**src/rtl/psum_buffer_responder.sv**
```systemverilog
// psum_buffer_responder
//
// Responder side of the partial-sum buffer link used by the convolution main
// controller. A DEPTH-entry scratchpad accumulates PE partial sums at a write
// pointer. Read requests are served with a registered fetch and a one-cycle
// valid pulse. The fetched psum is then pushed into the output write buffer,
// and a completion code is returned to the controller.
//
// Ports
//   clk               rising-edge clock
//   reset             asynchronous active-low reset
//   global_rst        synchronous clear; has priority over every other input
//   psum_in           partial sum from the PE
//   psum_wr           write/accumulate psum_in at waddr
//   first_time        with psum_wr: overwrite instead of accumulate
//   next_psum_waddr   advance waddr (wraps)
//   next_psum_raddr   advance raddr (wraps)
//   rst_psum_raddr    raddr <= 0, has priority over next_psum_raddr
//   psum_buffer_ren   read request, honoured only in S_IDLE
//   wb_full           output write buffer back-pressure
//   can_read_psum     entry at raddr holds data and the FSM is idle
//   psum_buffer_valid one-cycle pulse: psum_rdata is valid
//   psum_rdata        registered read data
//   psum_w_co         write pointer carry-out (advance from DEPTH-1)
//   stall             completion code: 00 busy, 10 more data, 11 drained
//   wb_wen            write strobe to the output write buffer
//   wb_wdata          data for the output write buffer (psum_rdata)
//
// DEPTH must be a power of two so that the pointers wrap by overflow.
module psum_buffer_responder #(
    parameter int DATA_WIDTH = 16,
    parameter int DEPTH      = 16,
    parameter int ADDR_WIDTH = 4
) (
    input  logic                  clk,
    input  logic                  reset,
    input  logic                  global_rst,
    input  logic [DATA_WIDTH-1:0] psum_in,
    input  logic                  psum_wr,
    input  logic                  first_time,
    input  logic                  next_psum_waddr,
    input  logic                  next_psum_raddr,
    input  logic                  rst_psum_raddr,
    input  logic                  psum_buffer_ren,
    input  logic                  wb_full,
    output logic                  can_read_psum,
    output logic                  psum_buffer_valid,
    output logic [DATA_WIDTH-1:0] psum_rdata,
    output logic                  psum_w_co,
    output logic [1:0]            stall,
    output logic                  wb_wen,
    output logic [DATA_WIDTH-1:0] wb_wdata
);

    typedef enum logic [2:0] {
        S_IDLE,
        S_READ,
        S_VALID,
        S_HOLD,
        S_PUSH,
        S_RESP
    } state_t;

    state_t                state, state_nxt;

    logic [DATA_WIDTH-1:0] mem [DEPTH];
    logic [DEPTH-1:0]      valid;
    logic [ADDR_WIDTH:0]   count;
    logic [ADDR_WIDTH-1:0] waddr;
    logic [ADDR_WIDTH-1:0] raddr;
    logic [ADDR_WIDTH-1:0] ridx_p0;
    logic [DATA_WIDTH-1:0] rdata_p1;

    logic accept;
    logic push;
    logic inc;
    logic dec;

    // Two's-complement accumulation; the sum wraps modulo 2^DATA_WIDTH.
    function automatic logic signed [DATA_WIDTH-1:0] acc_wrap(
        input logic signed [DATA_WIDTH-1:0] a,
        input logic signed [DATA_WIDTH-1:0] b
    );
        return a + b;
    endfunction

    assign can_read_psum = valid[raddr] && (state == S_IDLE);
    assign psum_w_co     = next_psum_waddr && (waddr == ADDR_WIDTH'(DEPTH - 1));
    assign psum_rdata    = rdata_p1;
    assign wb_wdata      = rdata_p1;

    // A write that lands on an empty entry adds one to the occupancy. A push
    // removes one, unless a write re-fills the entry being pushed in the same
    // cycle: that write keeps the entry valid, so the occupancy stays put.
    assign inc = psum_wr && !valid[waddr];
    assign dec = push && !(psum_wr && (waddr == ridx_p0));

    always_ff @(posedge clk or negedge reset) begin
        if (!reset) begin
            state <= S_IDLE;
        end else if (global_rst) begin
            state <= S_IDLE;
        end else begin
            state <= state_nxt;
        end
    end

    always_comb begin
        state_nxt         = state;
        accept            = 1'b0;
        push              = 1'b0;
        psum_buffer_valid = 1'b0;
        wb_wen            = 1'b0;
        stall             = 2'b00;
        case (state)
            S_IDLE: begin
                if (psum_buffer_ren && can_read_psum) begin
                    accept    = 1'b1;
                    state_nxt = S_READ;
                end
            end
            S_READ: begin
                state_nxt = S_VALID;
            end
            S_VALID: begin
                psum_buffer_valid = 1'b1;
                state_nxt         = wb_full ? S_HOLD : S_PUSH;
            end
            S_HOLD: begin
                if (!wb_full) begin
                    state_nxt = S_PUSH;
                end
            end
            S_PUSH: begin
                wb_wen    = 1'b1;
                push      = 1'b1;
                state_nxt = S_RESP;
            end
            S_RESP: begin
                // count already reflects the push of the previous cycle
                stall     = (count != '0) ? 2'b10 : 2'b11;
                state_nxt = S_IDLE;
            end
            default: begin
                state_nxt = S_IDLE;
            end
        endcase
    end

    // Scratchpad storage: no reset, contents are undefined until written.
    always_ff @(posedge clk) begin
        if (psum_wr && !global_rst) begin
            mem[waddr] <= first_time ? psum_in : acc_wrap(mem[waddr], psum_in);
        end
    end

    always_ff @(posedge clk or negedge reset) begin
        if (!reset) begin
            waddr    <= '0;
            raddr    <= '0;
            valid    <= '0;
            count    <= '0;
            ridx_p0  <= '0;
            rdata_p1 <= '0;
        end else if (global_rst) begin
            waddr    <= '0;
            raddr    <= '0;
            valid    <= '0;
            count    <= '0;
            ridx_p0  <= '0;
            rdata_p1 <= '0;
        end else begin
            if (next_psum_waddr) begin
                waddr <= waddr + ADDR_WIDTH'(1);
            end

            if (rst_psum_raddr) begin
                raddr <= '0;
            end else if (next_psum_raddr) begin
                raddr <= raddr + ADDR_WIDTH'(1);
            end

            // stage p0: capture the entry index when a request is accepted
            if (accept) begin
                ridx_p0 <= raddr;
            end

            // stage p1: fetch; a same-cycle write to ridx is not yet visible
            if (state == S_READ) begin
                rdata_p1 <= mem[ridx_p0];
            end

            // the set is issued last so a coincident write keeps the entry valid
            if (push) begin
                valid[ridx_p0] <= 1'b0;
            end
            if (psum_wr) begin
                valid[waddr] <= 1'b1;
            end

            if (inc && !dec) begin
                count <= count + (ADDR_WIDTH + 1)'(1);
            end else if (dec && !inc) begin
                count <= count - (ADDR_WIDTH + 1)'(1);
            end
        end
    end

endmodule

```
**config.mk**
```make
export PLATFORM = sky130hd
export DESIGN_NAME = psum_buffer_responder
export DESIGN_NICKNAME = d
export VERILOG_FILES = /design/src/rtl/psum_buffer_responder.sv
export SDC_FILE = /design/constraint.sdc
export NUM_CORES = 1
export LEC_CHECK = 0
export BUFFER_PORTS_ARGS = -buffer_cell sky130_fd_sc_hd__buf_4
export CAP_MARGIN = 0
export CORE_MARGIN = 4
export CORE_UTILIZATION = 28
export CTS_BUF_LIST = sky130_fd_sc_hd__clkbuf_4
export DETAILED_ROUTE_END_ITERATION = 8
export GPL_TIMING_DRIVEN = 1
export HOLD_SLACK_MARGIN = 0.1
export PLACE_DENSITY = 0.51
export SLEW_MARGIN = 20
export SYNTH_ARGS = -nofsm -noshare
export SYNTH_HDL_FRONTEND = slang
export SYNTH_SLANG_ARGS = --single-unit
```
**constraint.sdc**
```tcl
create_clock -name clk -period 9.2 [get_ports clk]
set_input_delay 0.92 -clock clk [delete_from_list [all_inputs] [get_ports clk]]
set_output_delay 0.92 -clock clk [all_outputs]
set_load 0.005 [all_outputs]
```
=== After elaboration in Yosys (flattened, before gate mapping) ===
Memories as Yosys holds them, arrays and structs flattened.
Cells that the tools add are included.

* Register bits: 52
* Bits in writable memories: 256
* Input bits: 26
* Output and inout bits: 38
* Memories: 1

* Add/sub/neg operators: 5
* Order comparisons: 5
* Eq/ne operators: 9
* Mux-type cells: 38
* Bitwise logic cells: 3
* Reduce and logical (&&, ||, !) cells: 24

{| class="wikitable"
|+ Memories
! name !! depth !! width !! rd ports !! clocked after memory_dff !! wr ports !! line !! source
|-
| mem || 16 || 16 || 2 || 0 || 1 || 66 || <nowiki>logic [DATA_WIDTH-1:0] mem [DEPTH];</nowiki>
|}

{| class="wikitable"
|+ Operators by type and width
! kind !! number
|-
| two-way mux 16 bit || 7
|-
| two-way mux 4 bit || 7
|-
| adder 16 bit || 1
|-
| bitwise AND 16 bit || 1
|-
| inverter 16 bit || 1
|-
| OR 16 bit || 1
|-
| less-than comparator 4 x 5 -> 1 bit (second input constant) || 3
|-
| two-way mux 5 bit || 3
|-
| case mux 3 bit (5 select lines) || 1
|-
| two-way mux 3 bit || 4
|-
| logical AND 1 bit || 11
|-
| two-way mux 1 bit || 11
|-
| adder 4 x 1 -> 4 bit (second input constant) || 2
|-
| binary-select mux 1 bit (select 4 bit) || 2
|-
| demux 1 bit (select 4 bit) || 2
|-
| >= comparator 4 x 1 -> 1 bit (second input constant) || 2
|-
| equality test 3 x 2 -> 1 bit (second input constant) || 2
|-
| equality test 3 bit (second input constant) || 2
|-
| nonzero test 2 bit || 3
|-
| nonzero test 3 bit || 2
|-
| adder 5 x 1 -> 5 bit (second input constant) || 1
|-
| logical NOT 1 bit || 5
|-
| nonzero test 5 bit || 1
|-
| subtractor 5 x 1 -> 5 bit (second input constant) || 1
|-
| other kinds (8) || 8
|}

=== Logic depth before layout (Yosys ltp) ===
Gate-level depths: netlist of run 1.

* Depth in word-level cells: 11
* Gate-level depth with buffers: 14

=== Least setup slack after synthesis of run 1 ===
Ideal clock, no wire load.

* Path kind: reg-to-reg
* Start: reg waddr[0]
* End: mem mem[0][11] (data pin)
* Library setup time: 0.341 ns
* Arrival time: 4.235 ns
* Required time: 8.859 ns
* Slack: 4.624 ns
* Cell stages (with the launch flop): 13
* Buffers on the path: 3
* Period minus slack after synthesis: 4.576 ns
* Cells stage by stage: dfrtp_1 buf_4 buf_2 buf_1 mux4_2 mux4_2 ha_1 and3_1 nand3_1 nor2_1 o311a_1 o21a_1 o31ai_1

* Cells in the longest elaborated chain, start to end: 3

{| class="wikitable"
|+ Ends and longest elaborated chain
! element !! line !! source
|-
| from (decl) || 69 || <nowiki>logic [ADDR_WIDTH-1:0] waddr;</nowiki>
|-
| from (signal assigned) || 174 || <nowiki>waddr <= waddr + ADDR_WIDTH'(1);</nowiki>
|-
| memory (16 x 16 bit) || - ||
|-
| adder 16 bit || 84 || <nowiki>return a + b;</nowiki>
|-
| two-way mux 16 bit || 153 || <nowiki>mem[waddr] <= first_time ? psum_in : acc_wrap(mem[waddr], psum_in);</nowiki>
|-
| to (decl) || 66 ||
|}

Every way passes these cells.

=== Final worst setup path of run 1 ===
* Start: reg waddr[0]
* End: mem mem[7][12] (data pin)

The elaborated chain is that of the path after synthesis.

==> results of run 1 <==
## kinds of logic (layout without fill, tap and decap cells)
family	after synthesis	after routing
AO/OA/AOI/OAI	103	103
XOR/XNOR	23	23
adder cells (fa/ha/maj)	25	25
buffers and inverters	83	250
flip-flops	308	308
multiplexers	186	186
other	0	4
AND/OR/NAND/NOR	131	131
## power by group
part	switching [mW]	total (mW)	internal, mW
Clock	0.576	1.24	0.663
Combinational	0.249	0.449	0.200
Sequential	0.0322	1.64	1.60
## per-layer routing
layer	GRT usage, %	up-vias
met3	3.71	67
li1	-	3846
met4	4.06	0
met1	19.9	4819
met5	0	-
met2	23.4	334
## worst paths after layout
kind	from	end	slack, ns	cells past startpoint
worst max-delay path	waddr[0]$_DFFE_PN0P_	mem[7][12]$_DFFE_PP_	4.05	10
worst min-delay path	reset	psum_rdata[4]$_DFFE_PN0P_	0.23	1
worst max register to register	waddr[0]$_DFFE_PN0P_	mem[7][12]$_DFFE_PP_	4.05	10
worst min register to register	psum_rdata[3]$_DFFE_PN0P_	psum_rdata[3]$_DFFE_PN0P_	0.53	1
max in group asynchronous	reset	ridx_p0[0]$_DFFE_PN0P_	8.34	1
min in group clk	rst_psum_raddr	raddr[0]$_DFFE_PN0P_	0.32	2
## flip-flops by register name, summed over array words and instances (netlist names)
signal      flops
count           5
mem           256
psum_rdata     16
raddr           4
ridx_p0         4
state           3
valid          16
waddr           4
## worst reg2reg max path, cell delays in order, from the launching register on
cell,delay (ns)
dfrtp_4,0.93
buf_4,0.79
mux4_2,0.64
mux4_2,0.48
ha_1,0.38
a211oi_1,0.28
inv_1,0.08
o311ai_1,0.49
a31oi_1,0.18
xor2_1,0.19
mux2_2,0.39
## layout by cell type, fill, tap and decap left out, drive strengths merged, types with 19 or more instances in the layout
cell	synthesis	layout
clkbuf	37	122
clkinv	0	20
mux4	169	169
dfrtp	52	52
edfxtp	256	256
o21ai	19	19
nor2	36	36
ha	23	23
nand2	34	34
buf	36	94
## layout make-up
type | instances | area (um^2) | share of cell area (%)
tap | 696 | 871 | 4.92
multi-input combinational | 468 | 5990 | 33.9
clock buffer | 122 | 916 | 5.18
antenna | 4 | 10.0 | 0.0566
clock inverter | 24 | 158 | 0.891
timing repair buffer | 94 | 706 | 3.99
inverter | 10 | 37.5 | 0.212
sequential | 308 | 9000 | 50.9
## through the flow
stage	utilization, %	area, um^2	setup slack, ns	power, mW
after floorplan	-	15300	4.62	1.97
after global placement	30.8	16600	4.01	2.11
after detailed placement	30.8	16600	4.00	2.12
after CTS	32.8	17700	3.97	3.37
after global routing	32.8	17700	3.58	3.50
final	32.8	17700	4.05	3.32
==> results.md, run 1 <==
* Rows at 85
* Synth top area share at 50.3%
* I/O Buffers at 63
* Distinct cells, synth at 56
* Max Buffers Root-to-Sink at 3
* CTS clk-pin slew, worst paths at 0.07 ns
* Xor/xnor share of the synthesized area at 1.32%
* Worst EP required at 9.69 ns
* Count leader, synth: edfxtp_1
* EDFF count, synth at 256
* Crit path cell chain: buf_4 -> mux4_2 -> mux4_2 -> ha_1 -> a211oi_1 -> inv_1 -> o311ai_1 -> a31oi_1 -> xor2_1 -> mux2_2
* Initial detailed-routing violation count at 692
* Post-DP HPWL at 25700 um
* Initial core utilization at 28.4%
* WHS at 0.230 ns
* Relative slew slack at 31.9%
* Clk Latency, worst-skew pair at 0.80 ns
* Status: complete, no violations
* Critical Path End Type: flip-flop
* Slew @ Worst Pin at 1.02 ns
* Adder-cell share of the synthesized area at 2.14%
* CP startpoint kind: flip-flop
* Final Cycle Share at 56.0%
* Wl on met1 at 18900 um
* Pin count of the biggest net entering global routing at 58
* Largest family of logic cells by synthesized area: multiplexers
* Setup TNS at 0 ns
* Hold_buf cts at 0
* DR vias/cell at 5.25
* Final hold violation count at 0
* Unrepaired setup endpoints after global routing: no
* Largest cells by area after synthesis: edfxtp_1, mux4_2, dfrtp_1
* TritonCTS clock tree: done
* Critical path's top delay family: multiplexers
* Clk root buf: clkbuf_4
* Share of cells above drive strength 1 at 42.7%
* FMAX at 0.194 GHz
* WS Path Type: reg2reg
* Via count at 9066
* Buffers & Inverters on Critical Path at 2
* Routed wire length at 42800 um
* Mux cell area share after synthesis at 26.1%
* Syn Inst Count at 859
* Vias in the first global route at 9368
* Num CTS Buffers at 84
* GRT overflow at 0
* Fin Clk Skew at 0.0408 ns
* Static Leakage at 5.87 nW
* CTS Sinks at 308
* FFs w/ async S/R, synth at 16.9%
* Die area at 58400 um^2
* P per Cell Area at 188 nW/um^2
* DRC violations left at 0
* Worst-path maximum fanout at 38
* Cell mode on critical path: mux4_2
* Met2 wire length at 20400 um
* Total setup buffers inserted after CTS at 0
* Worst Hold Class: in2async
* Seq cells post-synth at 308
* Fillers at 5208
* Final setup violation count at 0
* Total number of H-tree levels at 3
* Nets@finish at 1017
* Die width at 242 um
* Core area at 53900 um^2
* ANT nets after route at 0
* Yosys Warn Count at 0
* Cell area after synthesis at 15300 um^2
* I/O Pins at 64
* Top sig layer: met4
* Delay of the slowest cell on the worst path at 0.93 ns
* Primary FF master, synth: edfxtp_1
* Synth Area in Compound Gates at 4.93%
* Routed len/inst at 24.8 um
* Met3 wire length at 2750 um
* Top cells by count, synth: edfxtp_1, mux4_2, dfrtp_1, clkbuf_1, nor2_1
* Post-synthesis sequential area ratio at 58.8%
* All-layer global routing usage at 14.6%
* Final min period at 5.15 ns
* Area Growth Syn to Fin at 15.7%
* Crit path arrival time at 5.64 ns
* Max_cap viols at 0
* Syn Nets at 910
* Slowest CP cell: dfrtp_4
* Worst ir drop on vdd at 0.0750 mV
* Cells after DPL at 1576
* Synth area leader: edfxtp_1
* Gpl congestion at 0.753
* Final Max Tran Viols at 0
* Syn_area_per_cell at 17.8 um^2
* Synth Area in Simple Gates at 4.17%
* Global-route wire length before repair at 62900 um
* Final cell count without fillers at 1726
* DRT Pass-1 Iters at 5
* Post_cts resized at 0
* Initial antenna violation count at 2
* Die Y at 242 um
Power figures use the tool's default switching activity.
==> run 2, diff against run 1 <==
ABC_AREA = 1   (was unset)
PLACE_DENSITY = 0.53   (was 0.51)
clock period = 4.2 ns   (was 9.2 ns; I/O delays follow)
==> results.md, run 2 <==
* Status: complete, no violations
* Critical Path End Type: flip-flop
* Area Growth Syn to Fin at 16.6%
* Syn_area_per_cell at 9.59 um^2
* Pin count of the biggest net entering global routing at 71
* Gpl congestion at 0.927
* Commonest cells after routing, fill and taps aside: nand2_1, edfxtp_1, nor2_1
* I/O Buffers at 63
* Logic pwr share at 16.6%
* Syn Inst Count at 1625
* TritonCTS clock tree: done
* EDFF count, synth at 256
* ANT nets after route at 0
* Launching point of the worst reg2reg path: waddr[0]$_DFFE_PN0P_
* GRT overflow at 0
* Sw Ratio at 29.5%
* Initial core utilization at 28.3%
* Primary FF master, synth: edfxtp_1
* Final min period at 3.78 ns
* Synth area leader: edfxtp_1
* All-layer global routing usage at 17.9%
* Reg-to-reg slack, setup at 0.42 ns
* P per Cell Area at 410 nW/um^2
* Max_cap viols at 0
* Unrepaired setup endpoints after global routing: no
* Max Buffers Root-to-Sink at 3
* Clock power share at 35.6%
* WS Path Type: reg2reg
* Core area at 55100 um^2
* Synth top area share at 49.3%
* Final Max Tran Viols at 0
* Worst ir drop on vdd at 0.146 mV
* Reg2reg path depth at 16
* DR vias/cell at 5.27
* Worst Hold Class: in2reg
* Crit path arrival time at 4.15 ns
* Slew @ Worst Pin at 0.958 ns
* Commonest non-fill, non-tap cell in the layout: nand2_1
* Routed len/inst at 21.4 um
* Placed Area at 17000 um^2
* Worst EP required at 4.57 ns
* CTS clk-pin slew, worst paths at 0.07 ns
* CTS Sinks at 308
* Flop pwr share at 47.8%
* Max FFs per register at 256
* Die width at 244 um
* Worst-path maximum fanout at 35
* Top cells by count, synth: nand2_1, edfxtp_1, nor2_1, o21ai_0, a22oi_1
* Setup TNS at 0 ns
* Initial detailed-routing violation count at 1197
* Worst setup path startpoint: waddr[0]$_DFFE_PN0P_
* Clk Latency, worst-skew pair at 0.79 ns
* Initial antenna violation count at 1
* Fin Clk Skew at 0.0503 ns
* Pint at 5.25 mW
* Rows at 86
* Static Leakage at 6.96 nW
* Largest cells by area after synthesis: edfxtp_1, dfrtp_1, nand2_1
* I/O Pins at 64
* Clk root buf: clkbuf_4
* Share of cells above drive strength 1 at 15.8%
* Final Cell Area at 18200 um^2
* Nets@finish at 1778
* Die Y at 244 um
* Die area at 59500 um^2
* Total setup buffers inserted after CTS at 0
* Post-synthesis sequential area ratio at 57.7%
* FFs w/ async S/R, synth at 16.9%
* Post-DP HPWL at 33200 um
* Worst Min Path Start: psum_wr
* DRT Pass-1 Iters at 6
* Num CTS Buffers at 84
* Hold depth at 7
* Via count at 13.4k
* Global-route wire length before repair at 80800 um
* Distinct cells, synth at 38
* Total number of H-tree levels at 3
* Vias in the first global route at 13.1k
* Seq cells post-synth at 308
* Relative slew slack at 36.0%
* FMAX at 0.265 GHz
* CP startpoint kind: flip-flop
* Count leader, synth: nand2_1
* Yosys Warn Count at 0
* Biggest register: mem
* Final hold violation count at 0
* DRC violations left at 0
* Final Cycle Share at 90.0%
* Post_cts resized at 0
* Psw at 2.20 mW
* Syn Nets at 1676
* Cell area after synthesis at 15600 um^2
* Routed wire length at 54500 um
* Final setup violation count at 0
run 2: cell families after synthesis:
logic type               Yosys count  synth area share (%)
AO/OA/AOI/OAI                    453                  17.5
XOR/XNOR                           4                 0.225
adder cells (fa/ha/maj)           25                  2.10
buffers and inverters            183                  5.26
flip-flops                       308                  57.7
AND/OR/NAND/NOR                  652                  17.2
run 2: power by group through the flow:
| stage | registers [mW] | logic, mW | clock network, mW |
|---|---|---|---|
| detailed placement | 3.63 | 1.22 | 0 |
| global route | 3.57 | 1.38 | 2.90 |
| CTS | 3.56 | 1.23 | 2.73 |
| floorplan | 3.61 | 0.786 | 0 |
| finish | 3.56 | 1.24 | 2.65 |
| global placement | 3.62 | 1.21 | 0 |
run 2: final timing paths:
| kind | endpoint |
|---|---|
| worst max-delay path | mem[13][14]$_DFFE_PP_ |
| worst min-delay path | count[4]$_DFFE_PN0P_ |
| worst max register to register | mem[13][14]$_DFFE_PP_ |
| worst min register to register | psum_rdata[14]$_DFFE_PN0P_ |
| max in group asynchronous | waddr[0]$_DFFE_PN0P_ |
| min in group asynchronous | psum_rdata[14]$_DFFE_PN0P_ |
run 2: area by class of cell:
class                      instances  area, um^2
timing repair buffer             124        1070
clock buffer                     115         863
antenna                            1        2.50
multi-input combinational       1134        5850
fill                            5683       36900
inverter                          75         285
sequential                       308        8990
clock inverter                    36         174
tap                              748         936
run 2: per-layer routing:
layer  vias to the layer above  wire length, um  global-route usage (%)
li1                       6070                -                       -
met3                       140             4500                    3.32
met4                         0             2450                    9.15
met1                      6496            21900                    22.4
met5                         -                0                       0
met2                       687            25600                    29.4
run 2: timing repair:
item / 4_1_cts / 5_1_grt
hold endpoints to repair: 84 / 0
setup endpoints to repair: 0 / 0
hold buffers: 9 / 0
run 2: critical path: stages (launching register included):
cell,delay [ns]
dfrtp_4,0.57
inv_4,0.30
buf_12,0.26
buf_12,0.18
o21ai_0,0.10
o22ai_1,0.13
nand2_1,0.07
nand4_1,0.17
ha_1,0.34
a21oi_1,0.27
nor2_1,0.06
nor2_1,0.13
inv_1,0.05
a21oi_1,0.17
nand3b_1,0.10
nand3_1,0.09
nand2_1,0.35
run 2: per-stage QoR:
| step | hold slack, ns | utilization, % | setup slack [ns] | std cells | power (mW) |
|---|---|---|---|---|---|
| finish | 0.191 | 33.0 | 0.422 | 2541 | 7.45 |
| global route | 0.202 | 33.0 | 0.0576 | 2541 | 7.85 |
| CTS | 0.141 | 33.0 | 0.475 | 2540 | 7.52 |
| detailed placement | 0.497 | 30.9 | 0.502 | 2380 | 4.85 |
| global placement | 0.492 | 30.9 | 0.521 | 2380 | 4.83 |
| floorplan | 0.124 | - | 0.874 | 1625 | 4.40 |
==> run 3, diff against run 2 <==
BUFFER_PORTS_ARGS = unset   (was -buffer_cell sky130_fd_sc_hd__buf_4)
DONT_BUFFER_PORTS = 1   (was unset)
PLACE_DENSITY = 0.52   (was 0.53)
==> results.md, run 3 (synthesized netlist as in run 2, its figures left out) <==
* Via count at 13.1k
* Crit path arrival time at 4.31 ns
* Met3 usage at 3.70%
* Worst ir drop on vdd at 0.170 mV
* Gpl congestion at 0.876
* Final Cycle Share at 93.1%
* Initial antenna violation count at 1
* Initial core utilization at 28.3%
* DRT Pass-1 Iters at 7
* Max_cap viols at 0
* Critical Path End Type: flip-flop
* Share of cells above drive strength 1 at 12.7%
* Slew @ Worst Pin at 1.04 ns
* Unrepaired setup endpoints after global routing: no
* GR Layer Usage met1 at 22.8%
* Final WS setup at 0.288 ns
* Die Y at 244 um
* Vias in the first global route at 12.9k
* Biggest register: mem
* DR vias/cell at 5.30
* Status: finished with violations
* Worst Hold Class: in2async
* Final min period at 3.91 ns
* Failing checks: design-rule violations
* Final Max Tran Viols at 0
* Commonest cells after routing, fill and taps aside: nand2_1, edfxtp_1, nor2_1
* I/O Buffers at 0
* I/O Pins at 64
* All-layer global routing usage at 18.1%
* Rows at 86
* Initial detailed-routing violation count at 1104
* Max FFs per register at 256
* Core area at 55100 um^2
* Relative slew slack at 30.5%
* Setup TNS at 0 ns
* FMAX at 0.256 GHz
* Routed wire length at 55400 um
* Clk Latency, worst-skew pair at 0.80 ns
* CP startpoint kind: flip-flop
* Place WS at 0.322 ns
* Commonest non-fill, non-tap cell in the layout: nand2_1
* Clk root buf: clkbuf_4
* CTS Sinks at 308
* Final setup violation count at 0
* Fin Clk Skew at 0.0566 ns
* Worst-path maximum fanout at 58
* Die area at 59500 um^2
* Post-DP HPWL at 32200 um
* Global-route wire length before repair at 81200 um
* Area Growth Syn to Fin at 14.0%
* CTS clk-pin slew, worst paths at 0.07 ns
* Num CTS Buffers at 85
* TritonCTS clock tree: done
* ANT nets after route at 0
* WS Path Type: reg2reg
* Total setup buffers inserted after CTS at 0
* Die width at 244 um
* Met2 Use GR at 29.9%
* Static Leakage at 6.65 nW
* Nets@finish at 1721
* GRT overflow at 0
* DRC violations left at 1
* Worst EP required at 4.60 ns
* Routed len/inst at 22.4 um
* P per Cell Area at 415 nW/um^2
* Max Buffers Root-to-Sink at 3
* GR peak layer: met2
* Total number of H-tree levels at 3
* Pin count of the biggest net entering global routing at 71
* Final hold violation count at 0
[run 3: cell count changes in the layout (fill, tap and decap cells not counted), moves of 3 or more]
cell           previous run  this run
dlygate4sd3_1             9        18
clkbuf_4                115       121
buf_4                   106        37
clkinv_2                  8         1
clkinv_4                  0         3
clkinv_1                 24        10
[run 3: path summary, 6_finish.rpt]
| path | start | endpoint | slack [ns] | cells after the start |
|---|---|---|---|---|
| max in group asynchronous | reset | psum_rdata[5]$_DFFE_PN0P_ | 3.17 | 3 |
| min reg2reg | valid[5]$_DFF_PN0_ | valid[5]$_DFF_PN0_ | 0.54 | 2 |
| min | reset | psum_rdata[7]$_DFFE_PN0P_ | 0.17 | 2 |
| max reg2reg | waddr[0]$_DFFE_PN0P_ | mem[10][9]$_DFFE_PP_ | 0.29 | 15 |
| max | waddr[0]$_DFFE_PN0P_ | mem[10][9]$_DFFE_PP_ | 0.29 | 15 |
| min in group clk | psum_wr | count[4]$_DFFE_PN0P_ | 0.22 | 8 |
[run 3: metal layers]
metal	wire length [um]	up-vias
met5	0	-
met4	2250	0
met3	4360	140
met2	26200	625
met1	22600	6376
li1	-	5946
[run 3: what timing repair did]
item                                   CTS  global route
endpoints found under the hold margin  138             0
setup endpoints to repair                0             0
resized for setup                        0             0
hold buffers                            19             0
[run 3: power breakdown]
group	total [mW]	internal (mW)	switching (mW)	leakage, nW
registers	3.57	3.50	0.0720	3.02
clock network	2.67	1.38	1.30	0.607
logic	1.12	0.348	0.777	3.02
[run 3: layout make-up]
class | instances | area, um^2
Clock inverter | 18 | 118
Fill cell | 5695 | 37300
Multi-Input combinational cell | 1134 | 5840
Tap cell | 748 | 936
Clock buffer | 121 | 908
Sequential cell | 308 | 8990
Timing Repair Buffer | 66 | 686
Inverter | 75 | 284
Antenna cell | 1 | 2.50
[run 3: metrics by stage]
step	instances	util, %	power [mW]	area, um^2	hold WS [ns]
floorplan	1625	-	4.40	15600	0.124
global placement	2312	30.0	4.69	16500	0.127
detailed placement	2312	30.0	4.71	16500	0.127
CTS	2470	32.3	7.45	17800	0.100
global route	2471	32.3	7.77	17800	0.135
finish	2471	32.3	7.37	17800	0.166
[run 3: worst max-delay path, stage by stage (launching register included)]
cell,delay [ns]
dfrtp_4,0.57
buf_12,0.21
o21ai_0,0.21
o22ai_1,0.09
a22o_1,0.21
nor2_1,0.32
inv_1,0.09
ha_1,0.29
nand3_1,0.07
nand2_1,0.11
inv_1,0.07
o21ai_0,0.43
a21oi_1,0.17
or2_2,0.30
nand3_1,0.06
nand2_1,0.30
